$ cat config.mk
export PLATFORM = sky130hd
export DESIGN_NAME = fetch_unit
export DESIGN_NICKNAME = d
export VERILOG_FILES = /design/src/rtl/fetch_unit.sv
export SDC_FILE = /design/constraint.sdc
export NUM_CORES = 1
export LEC_CHECK = 0
export CORE_MARGIN = 4
export CORE_UTILIZATION = 51
export CTS_CLUSTER_DIAMETER = 50
export DETAILED_ROUTE_END_ITERATION = 8
export PLACE_DENSITY = 0.79
export SLEW_MARGIN = 10
export SYNTH_ARGS = -nofsm -noshare
export SYNTH_HDL_FRONTEND = slang
export SYNTH_SLANG_ARGS = --single-unit
$ cat constraint.sdc
create_clock -name clk -period 9.1 [get_ports clk]
set_input_delay 1.365 -clock clk [delete_from_list [all_inputs] [get_ports clk]]
set_output_delay 1.365 -clock clk [all_outputs]
set_load 0.02 [all_outputs]
$ cat src/rtl/fetch_unit.sv
// fetch_unit: instruction-fetch stage, owns pc_F and the F/D register, single outstanding imem request
// Ports: clk/rst (async active-high), stall/flush/flush_pc from hazard/execute,
//        imem_req/imem_addr/imem_ready request side, imem_rvalid/imem_rdata response side,
//        pc_F fetch PC, ir_FD/pc_FD/valid_FD F/D pipeline register.
// Optional: define FETCH_PERF_EN to add fetch_bubbles, a saturating count of data-starved bubbles.
module fetch_unit #(
   parameter int               Width    = 32,
   parameter logic [Width-1:0] RESET_PC = '0,
   parameter logic [Width-1:0] NOP      = 32'h0000_0013
) (
   input  logic             clk,
   input  logic             rst,
   input  logic             stall,
   input  logic             flush,
   input  logic [Width-1:0] flush_pc,
   output logic             imem_req,
   output logic [Width-1:0] imem_addr,
   input  logic             imem_ready,
   input  logic             imem_rvalid,
   input  logic [Width-1:0] imem_rdata,
   output logic [Width-1:0] pc_F,
   output logic [Width-1:0] ir_FD,
   output logic [Width-1:0] pc_FD,
   output logic             valid_FD
`ifdef FETCH_PERF_EN
   ,
   output logic [31:0]      fetch_bubbles
`endif
);
   typedef enum logic [1:0] {S_REQ, S_WAIT, S_DROP} state_t;
   state_t           state, state_n;
   logic [Width-1:0] req_pc, hold_ir, hold_pc;
   logic             hold_full, accept, resp;
   // a full hold buffer means the response is parked, so no new request may go out
   assign imem_req  = !rst && state == S_REQ && !hold_full && !flush;
   assign imem_addr = pc_F;
   assign accept    = imem_req && imem_ready;
   assign resp      = state == S_WAIT && imem_rvalid;
   always_comb begin
      state_n = state;
      if (accept)
         state_n = S_WAIT;
      else if (state != S_REQ && imem_rvalid)
         state_n = S_REQ;
      else if (state == S_WAIT && flush)
         state_n = S_DROP;
   end
   always_ff @(posedge clk or posedge rst) begin
      if (rst) begin
         state     <= S_REQ;
         pc_F      <= RESET_PC;
         req_pc    <= '0;
         hold_full <= 1'b0;
         hold_ir   <= '0;
         hold_pc   <= '0;
         ir_FD     <= NOP;
         pc_FD     <= '0;
         valid_FD  <= 1'b0;
      end else begin
         state <= state_n;
         pc_F  <= flush ? flush_pc : accept ? pc_F + Width'(4) : pc_F;
         if (accept)
            req_pc <= pc_F;
         if (flush) begin
            ir_FD     <= NOP;
            valid_FD  <= 1'b0;
            hold_full <= 1'b0;
         end else if (stall) begin
            // F/D frozen: park an arriving word with its PC until the stall lifts
            if (resp) begin
               hold_full <= 1'b1;
               hold_ir   <= imem_rdata;
               hold_pc   <= req_pc;
            end
         end else if (hold_full) begin
            ir_FD     <= hold_ir;
            pc_FD     <= hold_pc;
            valid_FD  <= 1'b1;
            hold_full <= 1'b0;
         end else if (resp) begin
            ir_FD    <= imem_rdata;
            pc_FD    <= req_pc;
            valid_FD <= 1'b1;
         end else begin
            ir_FD    <= NOP;
            valid_FD <= 1'b0;
         end
      end
   end
`ifdef FETCH_PERF_EN
   always_ff @(posedge clk or posedge rst) begin
      if (rst)
         fetch_bubbles <= '0;
      else if (!flush && !stall && !hold_full && !resp && fetch_bubbles != '1)
         fetch_bubbles <= fetch_bubbles + 32'd1;
   end
`endif
endmodule

; ---- Yosys cells after proc, flatten, opt, wreduce, memory -nomap -nowiden
; Index checks and enable logic that the tools add are counted.
[word_totals]
output_inout_bits = 130
elab_cells = 50
input_bits = 70
ff_bits = 196
[classes]
addsub = 1
bitwise_logic = 2
n_mux = 18
n_reduce_logical = 17
n_eq_ne = 3
[ops]
columns = operator, n
row1 = two-way mux 32 bit, 8
row2 = "adder 32 x 3 -> 32 bit, second input constant", 1
row3 = logical AND 1 bit, 7
row4 = two-way mux 1 bit, 7
row5 = two-way mux 2 bit, 3
row6 = AND reduction 3 bit, 2
row7 = nonzero test 2 bit, 3
row8 = zero test 1 bit, 3
row9 = "!= test 3 x 1 -> 1 bit, second input constant", 1
row10 = nonzero test 3 bit, 1
row11 = "equality test 2 x 1 -> 1 bit, second input constant", 1
row12 = zero test 2 bit, 1
row13 = "!= test 2 x 1 -> 1 bit, second input constant", 1
row14 = NOT 1 bit, 2

; ---- Logic depth before layout (Yosys ltp)
[logic_depth]
word_depth = 7
mapped_depth = 8
depth_no_buf = 6

; ---- Worst setup path after synthesis
; No wires, ideal clock.
[synth_path]
path_type = input to output
startpoint = input port rst
endpoint = output port imem_req
arrival_ns = 6.006
path_slack_ns = 1.729
path_buffers = 0
required_ns = 7.735
path_stages = 2
cell_sequence = inv_1 > and2_1
[synth_via]
elab_chain_cells = 4
[synth_rtl]
columns = element, line_no
row1 = from (decl), 12  ; input logic rst,
row2 = zero test 1 bit (no line), -
row3 = logical AND 1 bit (3 in a row), 35  ; assign imem_req = !rst && state == S_REQ && !hold_full && !flush;
row4 = to (decl), 16  ; output logic imem_req,
; Every way passes these cells.

; ---- Worst setup path after layout
; Same ends and word-level chain as after synthesis.

==> impl_metrics.toml <==
[outcome]
status = "finished clean"

[worst_setup_path]
path_class = "input port to output pin"
cp.required_ps = 7740
crit_arrival_ps = 3260
cp_max_fo = 115
start_kind = "input port"
worstSetupEndpointType = "output pin"
rr_worst_depth = 5

[route]
firstDrtPassIters = 5
ant_nets = 0
initialDrtViolationCount = 461
wirelength_um = 20780
routed_via_density = 5.466
vias = 6597
remaining_drc_errors = 0
wl_per_cell_um = 17.22

[clocking]
cts_buffer_depth = 2
tritoncts = "done"
ctsResizeCount = 0
insertion_delay_ps = 420
cts_root_buffer = "clkbuf_16"
hold_buffers = 0
htree_levels = 4
cts.sinks = 196
path_clk_slew_ps = 60
cts_buffers = 17
post_cts_buffers = 0

[logic_synthesis]
synth.distinct_cells = 49
synth-edff-count = 0
ys_ff_latch = 196
syn_area_um2 = 8833
syn-num-nets = 900
ys_seq_area_share_pct = 55.57
synthArstFlopShare_pct = 100.0
ys_warn_count = 0
avgSynthCellArea_um2 = 10.66
synthFlopType = "dfrtp_1"
synth_cells = 829

[sta]
setup_viol = 0
fmaxAchievable_mhz = 216.1
hold_violations = 0
finalClockSkew_ps = 6.455
worst_pin_slew_ps = 1108
finalCriticalPeriod_ps = 4628
finalMaxSlewViolations = 0
fin_tns_setup_ps = 0
relSlewSlack_pct = 25.89
fin_crit_sh_pct = 50.86
rsz0062_at_grt = "false"

[power_and_ir_drop]
clkPwrFrac_pct = 30.7
ir_drop_mv = 0.1330
p_per_area_nw_per_um2 = 211.1
power_frac_comb_pct = 21.1
power.share.sequential_pct = 48.1
p_sw_uw = 677.7
internal_power_mw = 1.712
power.leakage_nw = 4.855
swShare_pct = 28.35

[hold_path]
min_path_type = "register to register"
holdPathStages = 2

[die]
core_area_um2 = 16760
die_area_um2 = 19490
die_w_um = 139.6
io_pins = 200
num_rows = 47
initial_core_util_pct = 52.71
fp.dieH_um = 139.6

[place]
io_buffers = 199
gp_routability_congestion = 0.8053
dp_hpwl_um = 13640

[global_route]
grt_max_degree = 116
grt_first_pass_wirelength_um = 35090
grt_antenna_before_repair = 0
grt_pass1_vias = 6914
grt_usage_pct = 21.78
grt.overflow.total = 0

[final_layout]
syn2layout_area_growth_pct = 28.16
fin_util_pct = 67.55
n_antenna_cell = 0
final_nets = 1046
layout-drive-gt1-share_pct = 12.36

[job]
cap_violations = 0
[cell type report]
type	count	area [um2]
clock inverter	8	101.3
inverter	6	30.03
multi-input combinational	549	3492
clock buffer	23	478.0
sequential	196	4912
tap	220	275.3
fill	1295	5439
timing repair buffer	205	2032
[critical path, stage by stage]
cell,delay [ps]
clkdlybuf4s50_1,510
inv_8,550
and2_1,230
clkdlybuf4s50_1,600
[metal layers]
| layer | track usage (%) | share of wire (%) | up-vias |
|---|---|---|---|
| li1 | - | - | 3114 |
| met1 | 30.48 | 45 | 3249 |
| met2 | 34.94 | 48 | 219 |
| met3 | 4.700 | 5.7 | 15 |
| met4 | 5.711 | 0.78 | 0 |
| met5 | 0 | 0 | - |
[cell families after synthesis]
family                   share of synthesized area (%)
AO/OA/AOI/OAI                                    8.286
buffers and inverters                            5.057
multiplexers                                     15.72
flip-flops                                       55.57
adder cells (fa/ha/maj)                         0.1416
AND/OR/NAND/NOR                                  15.03
XOR/XNOR                                        0.1983
[layout by cell type, fill, tap and decap left out, types with 4 or more instances in the layout]
cell | Yosys | layout
clkdlybuf4s50_1 | 0 | 198
nand2_1 | 197 | 196
dfrtp_1 | 193 | 192
o21ai_0 | 70 | 70
mux2_2 | 69 | 69
mux2i_1 | 60 | 60
nor2_1 | 19 | 19
clkbuf_16 | 0 | 17
o21ai_1 | 16 | 16
nand3_1 | 13 | 13
o211ai_1 | 12 | 12
nand4_1 | 8 | 8
a21oi_1 | 7 | 7
nor2b_1 | 7 | 6
nor3_1 | 6 | 6
buf_4 | 32 | 6
inv_1 | 6 | 5
nand3b_1 | 5 | 5
and3_1 | 5 | 5
nand2b_1 | 4 | 4
and2_1 | 6 | 4
[synthesized netlist by cell type, types with 3 or more instances]
library cell | n | area (um2)
a21oi_1 | 7 | 35.03
a31oi_1 | 3 | 18.77
a32oi_1 | 3 | 26.28
and2_1 | 6 | 37.54
and3_1 | 5 | 31.28
buf_1 | 7 | 26.28
buf_2 | 9 | 45.04
buf_4 | 32 | 240.2
clkbuf_1 | 30 | 112.6
dfrtp_1 | 193 | 4830
dfstp_2 | 3 | 78.83
inv_1 | 6 | 22.52
mux2_2 | 69 | 777.0
mux2i_1 | 60 | 600.6
nand2_1 | 197 | 739.5
nand2b_1 | 4 | 25.02
nand3_1 | 13 | 65.06
nand3b_1 | 5 | 37.54
nand4_1 | 8 | 50.05
nor2_1 | 19 | 71.32
nor2b_1 | 7 | 43.79
nor3_1 | 6 | 30.03
o211ai_1 | 12 | 90.09
o21ai_0 | 70 | 350.3
o21ai_1 | 16 | 80.08
o22a_1 | 3 | 26.28
or3_1 | 4 | 25.02
[path summary, 6_finish.rpt]
path / endpoint / slack [ps] / from
hold / removal: pc_FD[30] / 480 / pc_FD[30]
setup / recovery: imem_req / 4470 / rst
hold reg to reg: pc_FD[30] / 480 / pc_FD[30]
setup reg to reg: imem_addr[24] / 5770 / hold_full
min in group asynchronous: imem_addr[5] / 1500 / rst
max in group asynchronous: ir_FD[2] / 6000 / rst
[sequential cells by signal, summed over array words and instances, names as in the netlist]
register	cells
hold_full	1
req_pc	32
ir_FD	32
valid_FD	1
hold_pc	32
hold_ir	32
imem_addr	32
pc_FD	32
state	2
[metrics by stage]
step,hold WS [ps],area (um2),power [mW],setup WS [ps],instances
2_1_floorplan,462.1,8833,1.436,1729,829
4_1_cts,484.0,11320,2.412,4381,1207
3_3_place_gp,459.5,10740,1.651,4334,1176
6_report,478.3,11320,2.390,4472,1207
5_1_grt,509.9,11320,2.512,4287,1207
3_5_place_dp,469.1,10740,1.672,4286,1176
[power by group through the flow]
stage / Sequential (mW) / Clock (mW) / Combinational [mW]
6_report: 1.15 / 0.735 / 0.505
5_1_grt: 1.17 / 0.785 / 0.553
4_1_cts: 1.15 / 0.749 / 0.512
3_5_place_dp: 1.17 / 0 / 0.507
3_3_place_gp: 1.16 / 0 / 0.495
2_1_floorplan: 1.20 / 0 / 0.239
Note: power is estimated with default switching activity, not from simulation.
